File: config.mk
export PLATFORM = sky130hd
export DESIGN_NAME = bcd_stopwatch_lap
export DESIGN_NICKNAME = d
export VERILOG_FILES = /design/src/rtl/stopwatch_pkg.sv /design/src/rtl/sw_btn_sync.sv /design/src/rtl/bcd_stopwatch_lap.sv
export SDC_FILE = /design/constraint.sdc
export NUM_CORES = 1
export LEC_CHECK = 0
export ABC_AREA = 1
export BUFFER_PORTS_ARGS = -buffer_cell sky130_fd_sc_hd__buf_2
export CAP_MARGIN = 10
export CORE_UTILIZATION = 59
export CTS_CLUSTER_DIAMETER = 80
export DETAILED_ROUTE_END_ITERATION = 7
export PLACE_DENSITY = 0.83
export RECOVER_POWER = 100
export SLEW_MARGIN = 10
export SYNTH_ARGS = -nofsm -noshare
export SYNTH_HDL_FRONTEND = slang
export SYNTH_SLANG_ARGS = --single-unit
export TNS_END_PERCENT = 5
File: constraint.sdc
create_clock -name clk -period 2.2 [get_ports clk]
set_input_delay 0.22 -clock clk [delete_from_list [all_inputs] [get_ports clk]]
set_output_delay 0.22 -clock clk [all_outputs]
set_load 0.1 [all_outputs]
File: src/rtl/stopwatch_pkg.sv
// Shared types and helpers for the BCD stopwatch.
// Holds the run-state encoding, the BCD nibble width and the per-digit
// rollover value (9 for decimal digits, 5 for the tens of seconds/minutes).
package stopwatch_pkg;

  localparam int BCD_W = 4;

  typedef enum logic [1:0] {
    ST_IDLE  = 2'd0,
    ST_RUN   = 2'd1,
    ST_PAUSE = 2'd2
  } state_e;

  // Highest legal value of digit idx: d3 and d5 are the tens of seconds
  // and tens of minutes, every other digit is plain decimal.
  function automatic logic [BCD_W-1:0] digit_max(input int idx);
    if (idx == 3 || idx == 5) begin
      return 4'd5;
    end
    return 4'd9;
  endfunction

endpackage

File: src/rtl/sw_btn_sync.sv
// Button synchroniser: two flops bring the asynchronous level into clk,
// a third flop remembers the previous synchronised level so a rising edge
// turns into a single-cycle pulse. A level first seen at edge E0 produces a
// pulse that the consumer acts on at edge E2.
module sw_btn_sync (
  input  logic clk,
  input  logic rst_n,
  input  logic btn_i,
  output logic pulse_o
);

  logic [2:0] sync_q;
  logic [2:0] sync_d;

  // Shift the raw level through the synchroniser / history chain.
  always_comb begin
    sync_d = {sync_q[1:0], btn_i};
  end

  // Synchroniser flops, cleared by the asynchronous reset.
  always_ff @(posedge clk or negedge rst_n) begin
    if (!rst_n) begin
      sync_q <= '0;
    end else begin
      sync_q <= sync_d;
    end
  end

  assign pulse_o = sync_q[1] & ~sync_q[2];

endmodule

File: src/rtl/bcd_stopwatch_lap.sv
// BCD stopwatch with prescaler, run/pause/clear control, leading-zero
// blanking and sticky overflow. Digits are centiseconds (d0,d1), seconds
// (d2,d3), minutes (d4,d5) and hours (d6..).
// Optional lap/freeze display is built when STOPWATCH_LAP_EN is defined;
// otherwise btn_lap is ignored and lap_active is tied low.
module bcd_stopwatch_lap
  import stopwatch_pkg::*;
#(
  parameter int CLK_HZ     = 100_000_000,
  parameter int TICK_HZ    = 100,
  parameter int NDIG       = 8,
  parameter int MIN_DIGITS = 3,
  parameter int WRAP       = 0
) (
  input  logic                    clk,
  input  logic                    rst_n,
  input  logic                    btn_startstop,
  input  logic                    btn_clear,
  input  logic                    btn_lap,
  output logic [BCD_W*NDIG-1:0]   bcd,
  output logic [NDIG-1:0]         digit_en,
  output logic                    running,
  output logic                    lap_active,
  output logic                    overflow
);

  localparam int DIV = CLK_HZ / TICK_HZ;
  localparam int PW  = (DIV > 2) ? $clog2(DIV) : 1;
  localparam int CW  = BCD_W * NDIG;

  logic ss_pulse;
  logic clr_pulse;

  sw_btn_sync u_sync_ss (
    .clk     (clk),
    .rst_n   (rst_n),
    .btn_i   (btn_startstop),
    .pulse_o (ss_pulse)
  );

  sw_btn_sync u_sync_clr (
    .clk     (clk),
    .rst_n   (rst_n),
    .btn_i   (btn_clear),
    .pulse_o (clr_pulse)
  );

  state_e          state_q, state_d;
  logic [PW-1:0]   presc_q, presc_d;
  logic [CW-1:0]   count_q, count_d;
  logic            overflow_q, overflow_d;

  logic            tick;
  logic [NDIG-1:0] at_max;
  logic [NDIG-1:0] lower_max;
  logic            all_max;
  logic [CW-1:0]   count_inc;

  assign tick = (state_q == ST_RUN) && (presc_q == PW'(DIV - 1));

  // Digit cascade: each digit steps only when every lower digit is at its
  // rollover value, so all digits update together on the tick edge.
  genvar gi;
  generate
    for (gi = 0; gi < NDIG; gi++) begin : g_digit
      localparam logic [NDIG-1:0] LMASK = NDIG'((64'd1 << gi) - 64'd1);
      logic [BCD_W-1:0] dig;
      assign dig           = count_q[BCD_W*gi +: BCD_W];
      assign at_max[gi]    = (dig == digit_max(gi));
      assign lower_max[gi] = &(at_max | ~LMASK);
      assign count_inc[BCD_W*gi +: BCD_W] =
          !lower_max[gi] ? dig :
          at_max[gi]     ? '0  : dig + 4'd1;
    end
  endgenerate

  assign all_max = &at_max;

  // Control: clear dominates, then the count/prescaler step, then start/stop.
  always_comb begin
    state_d    = state_q;
    presc_d    = presc_q;
    count_d    = count_q;
    overflow_d = overflow_q;
    if (clr_pulse) begin
      state_d    = ST_IDLE;
      presc_d    = '0;
      count_d    = '0;
      overflow_d = 1'b0;
    end else begin
      if (tick) begin
        presc_d = '0;
        if (all_max) begin
          overflow_d = 1'b1;
          if (WRAP != 0) begin
            count_d = count_inc;
          end else begin
            // Saturate: hold the all-max display and stop counting.
            state_d = ST_PAUSE;
          end
        end else begin
          count_d = count_inc;
        end
      end else if (state_q == ST_RUN) begin
        presc_d = presc_q + PW'(1);
      end
      if (ss_pulse) begin
        case (state_q)
          ST_IDLE:  state_d = ST_RUN;
          ST_RUN:   state_d = ST_PAUSE;
          ST_PAUSE: begin
            // A saturated count may only leave PAUSE through clear.
            if (!(overflow_q && (WRAP == 0))) begin
              state_d = ST_RUN;
            end
          end
          default:  state_d = ST_IDLE;
        endcase
      end
    end
  end

  // State, prescaler, count and overflow registers.
  always_ff @(posedge clk or negedge rst_n) begin
    if (!rst_n) begin
      state_q    <= ST_IDLE;
      presc_q    <= '0;
      count_q    <= '0;
      overflow_q <= 1'b0;
    end else begin
      state_q    <= state_d;
      presc_q    <= presc_d;
      count_q    <= count_d;
      overflow_q <= overflow_d;
    end
  end

  assign running  = (state_q == ST_RUN);
  assign overflow = overflow_q;

`ifdef STOPWATCH_LAP_EN
  logic          lap_pulse;
  logic          lap_active_q, lap_active_d;
  logic [CW-1:0] lap_reg_q, lap_reg_d;

  sw_btn_sync u_sync_lap (
    .clk     (clk),
    .rst_n   (rst_n),
    .btn_i   (btn_lap),
    .pulse_o (lap_pulse)
  );

  // Lap toggles the frozen display; it loses to clear and start/stop.
  always_comb begin
    lap_active_d = lap_active_q;
    lap_reg_d    = lap_reg_q;
    if (clr_pulse) begin
      lap_active_d = 1'b0;
    end else if (lap_pulse && !ss_pulse && (state_q != ST_IDLE)) begin
      lap_active_d = !lap_active_q;
      if (!lap_active_q) begin
        lap_reg_d = count_q;
      end
    end
  end

  // Lap flag and captured value registers.
  always_ff @(posedge clk or negedge rst_n) begin
    if (!rst_n) begin
      lap_active_q <= 1'b0;
      lap_reg_q    <= '0;
    end else begin
      lap_active_q <= lap_active_d;
      lap_reg_q    <= lap_reg_d;
    end
  end

  assign lap_active = lap_active_q;
  assign bcd        = lap_active_q ? lap_reg_q : count_q;
`else
  logic unused_lap;
  assign unused_lap = btn_lap;
  assign lap_active = 1'b0;
  assign bcd        = count_q;
`endif

  // Leading-zero blanking from the displayed value.
  generate
    for (gi = 0; gi < NDIG; gi++) begin : g_blank
      assign digit_en[gi] = (gi < MIN_DIGITS) || (|bcd[CW-1:BCD_W*gi]);
    end
  endgenerate

endmodule

==> metrics.cfg <==
[outcome]
status = complete, but fails checks
violations_in_the_final_reports = negative setup slack

[cells_and_area]
num-nets-final = 606
fin_util_pct = 71.3
area.growth.synth_to_final_pct = 16.9
seqCellArea_sq_mm = 0.00155
diodes = 0
layout.filler_cells = 507
multi_input_comb_area_sq_mm = 0.00212
layout-drive-gt1-share_pct = 18.3

[yosys]
mappedNetlistArea_sq_mm = 0.00387
synth.ff_latch_count = 61
instance_count_of_the_mapped_netlist = 524
yosysSeqAreaShare_pct = 39.4
synth.yosys.warnings = 0
post_synth.cell_area_avg_sq_um = 7.39
yosys.cell_types.count = 31

[hold_path]
hold_start = u_sync_clr.sync_q[0]
min_delay_path_depth = 0
hp-class = reg -> reg
hold_path_end = u_sync_clr.sync_q[1]

[timing]
max_clock_freq_mhz = 439
post-route-worst-setup-slack_ns = -0.0777
slew_headroom_pct = 22.8
fin_skew_ns = 0.00706
period_share_pct = 104
drv_slew = 0
finalSetupViolCount = 1
tightest_slew_ns = 1.16
report.final.hold_viol_count = 0
rsz0062_at_grt = yes
finalWorstPathRequiredPeriod_ns = 2.28

[route]
route.detailed.vias_per_inst = 5.57
routed-via-count = 3683
route.detailed.drc = 0
wirelength_um = 8740
drt-wirelength-per-cell_um = 13.2
count_of_nets_left_with_antenna_violations_after_detail_routing = 0
firstDrtPassIters = 5
drt_first_iter_violations = 303

[global_route]
grt-ovfl-total = 0
grt_antenna_before_repair = 0
first_global_vias = 3469
grt_usage_pct = 26.8
grt_pass1_wl_um = 15200
grt_start_max_net_pins = 47

[die]
initial_utilization_pct = 61.0
placementRows = 29
die-height_um = 83
fp.coreArea_sq_mm = 0.00635
floorplan.die_area_sq_mm = 0.00689
top_level_ports = 48
die-width_um = 83

[clock_tree]
cts.htree.levels = 3
cts.reportedPaths.clkPinSlew_ns = 0.08
tritoncts_clock_tree = yes
sinks_on_the_clock_net = 61
clock_tree_buffer_depth = 2
root_buffer_cell = sky130_fd_sc_hd__clkbuf_8
cts_made_buffers = 9
clock_insertion_delay_worst_skew_ns = 0.34

[setup_path]
regToRegSetupSlack_ns = 0.23
cp_arrival_ns = 2.06
worst-endpoint-required_ns = 1.98
timing.critical_path.from_type = register
setup.worst_path.end_class = primary output
ff_to_ff_start = bcd[25]
timing.rr.end = bcd[2]
critPathKind = reg -> out
critPathMaxFanout = 4
reg2regPathDepth = 12

[power_and_ir_drop]
total_leakage_power_nw = 2.19
irDropWorstVdd_mv = 1.08
power.total_mw = 4.92
power_density_mw_per_mm2 = 1090

[run]
drv_cap = 0

[placed_design]
hpwlAfterDp_um = 6030
routability_driven_placement_congestion_ratio = 0.880
buffer_ports.inserted = 42

per-layer routing:
metal | track usage, % | part of all wire (%) | wire length [um] | up-vias
met4 | 12.1 | 2.2 | 190 | 0
met2 | 43.1 | 48 | 4210 | 157
met1 | 35.4 | 43 | 3800 | 1705
met3 | 4.77 | 6.2 | 543 | 17
li1 | - | - | - | 1804
met5 | 0 | 0 | 0 | -
cells by family after synthesis:
family                     synth area share (%)
DFF                                        39.4
xor gates and xnor gates                   3.85
AOI/OAI and AO/OA                          4.72
and+or+nand+nor                            37.2
other                                     0.194
buffers and inverters                      7.50
adders and majority gates                  7.11
repair_timing:
action	CTS	global route
buffers inserted	3	3
pin swaps	5	3
gates cloned	0	0
endpoints found under the setup margin	2	2
resized for setup	5	5
hold endpoints to repair	17	0
hold buffers	3	0
layout by cell type, fill, tap and decap left out, types with 8 or more instances in the layout:
| cell type | instances |
|---|---|
| sky130_fd_sc_hd__nand2_1 | 146 |
| sky130_fd_sc_hd__nor2_1 | 73 |
| sky130_fd_sc_hd__dfrtp_1 | 53 |
| sky130_fd_sc_hd__inv_1 | 43 |
| sky130_fd_sc_hd__buf_2 | 38 |
| sky130_fd_sc_hd__nand3_1 | 33 |
| sky130_fd_sc_hd__nand4_1 | 32 |
| sky130_fd_sc_hd__ha_1 | 20 |
| sky130_fd_sc_hd__o21ai_1 | 14 |
| sky130_fd_sc_hd__nor3_1 | 11 |
| sky130_fd_sc_hd__buf_4 | 10 |
| sky130_fd_sc_hd__a21oi_1 | 9 |
| sky130_fd_sc_hd__xor2_1 | 9 |
| sky130_fd_sc_hd__clkbuf_8 | 9 |
| sky130_fd_sc_hd__o21ai_0 | 8 |
| sky130_fd_sc_hd__xnor2_1 | 8 |
per-stage QoR:
stage	setup TNS, ns	hold slack [ns]	cells	area [sq um]	worst slack, ns
floorplan	-4.18	-0.0756	526	3950	-0.998
global placement	0	0.166	636	4230	0.171
detailed placement	0	0.167	636	4230	0.129
CTS	-0.122	0.345	658	4500	-0.114
global route	-0.251	0.365	661	4520	-0.192
finish	-0.0777	0.357	661	4520	-0.0777
worst max path at each step:
| stage | from | end | slack [ns] | depth (start not counted) |
|---|---|---|---|---|
| global route | bcd[25] | digit_en[3] | -0.19 | 7 |
| CTS | bcd[29] | digit_en[3] | -0.11 | 7 |
| detailed placement | bcd[25] | digit_en[3] | 0.13 | 7 |
| finish | bcd[25] | digit_en[3] | -0.08 | 7 |
| global placement | bcd[25] | digit_en[3] | 0.17 | 7 |
| floorplan | bcd[28] | digit_en[3] | -1.0 | 6 |
critical path: stages (launching register included):
cell                      delay (ns)
sky130_fd_sc_hd__dfrtp_4        0.51
sky130_fd_sc_hd__inv_4          0.08
sky130_fd_sc_hd__ha_4           0.12
sky130_fd_sc_hd__inv_2          0.03
sky130_fd_sc_hd__nor4_4         0.35
sky130_fd_sc_hd__nand4_1        0.17
sky130_fd_sc_hd__or2_4          0.29
sky130_fd_sc_hd__buf_12         0.17
flip-flops by register name, indices dropped and copies added, names as in the netlist:
| name | cells |
|---|---|
| bcd | 32 |
| presc_q | 20 |
| u_sync_clr.sync_q | 3 |
| u_sync_ss.sync_q | 3 |
| state_q | 2 |
| overflow | 1 |
area by class of cell:
type / instances / share of cell area (%)
inverters: 52 / 4.42
well taps: 77 / 2.13
flip-flops and latches: 61 / 34.2
repair buffers: 57 / 7.83
clock inverters: 7 / 1.80
multi-input cells: 398 / 46.9
clock buffers: 9 / 2.74
synthesized netlist by cell type:
| master | instances | area [sq um] |
|---|---|---|
| sky130_fd_sc_hd__ha_1 | 22 | 275 |
| sky130_fd_sc_hd__a21oi_1 | 9 | 45.0 |
| sky130_fd_sc_hd__nand3b_1 | 1 | 7.51 |
| sky130_fd_sc_hd__inv_2 | 5 | 18.8 |
| sky130_fd_sc_hd__buf_2 | 7 | 35.0 |
| sky130_fd_sc_hd__o22ai_1 | 2 | 12.5 |
| sky130_fd_sc_hd__or2_2 | 1 | 6.26 |
| sky130_fd_sc_hd__o21ai_1 | 14 | 70.1 |
| sky130_fd_sc_hd__or2_1 | 1 | 6.26 |
| sky130_fd_sc_hd__dfrtp_1 | 61 | 1530 |
| sky130_fd_sc_hd__inv_1 | 47 | 176 |
| sky130_fd_sc_hd__nor2_2 | 4 | 25.0 |
| sky130_fd_sc_hd__conb_1 | 2 | 7.51 |
| sky130_fd_sc_hd__clkbuf_1 | 2 | 7.51 |
| sky130_fd_sc_hd__xor2_1 | 9 | 78.8 |
| sky130_fd_sc_hd__nand2_1 | 147 | 552 |
| sky130_fd_sc_hd__nor2_4 | 2 | 22.5 |
| sky130_fd_sc_hd__nand3_1 | 33 | 165 |
| sky130_fd_sc_hd__nor4_2 | 1 | 12.5 |
| sky130_fd_sc_hd__nand3_2 | 7 | 70.1 |
| sky130_fd_sc_hd__buf_6 | 2 | 22.5 |
| sky130_fd_sc_hd__buf_4 | 4 | 30.0 |
| sky130_fd_sc_hd__xnor2_1 | 8 | 70.1 |
| sky130_fd_sc_hd__nand2b_1 | 1 | 6.26 |
| sky130_fd_sc_hd__o21ai_0 | 8 | 40.0 |
| sky130_fd_sc_hd__o21bai_1 | 2 | 15.0 |
| sky130_fd_sc_hd__nor3b_1 | 2 | 15.0 |
| sky130_fd_sc_hd__nand4_1 | 32 | 200 |
| sky130_fd_sc_hd__nand2_2 | 3 | 18.8 |
| sky130_fd_sc_hd__nor3_1 | 11 | 55.1 |
| sky130_fd_sc_hd__nor2_1 | 74 | 278 |
where the power goes:
group / leakage (nW) / internal [mW] / switching [mW]
Sequential: 0.798 / 1.31 / 0.263
Clock: 0.101 / 0.538 / 0.501
Combinational: 1.29 / 0.497 / 1.82
Total: 2.19 / 2.34 / 2.58
Note: power is estimated with default switching activity, not from simulation.
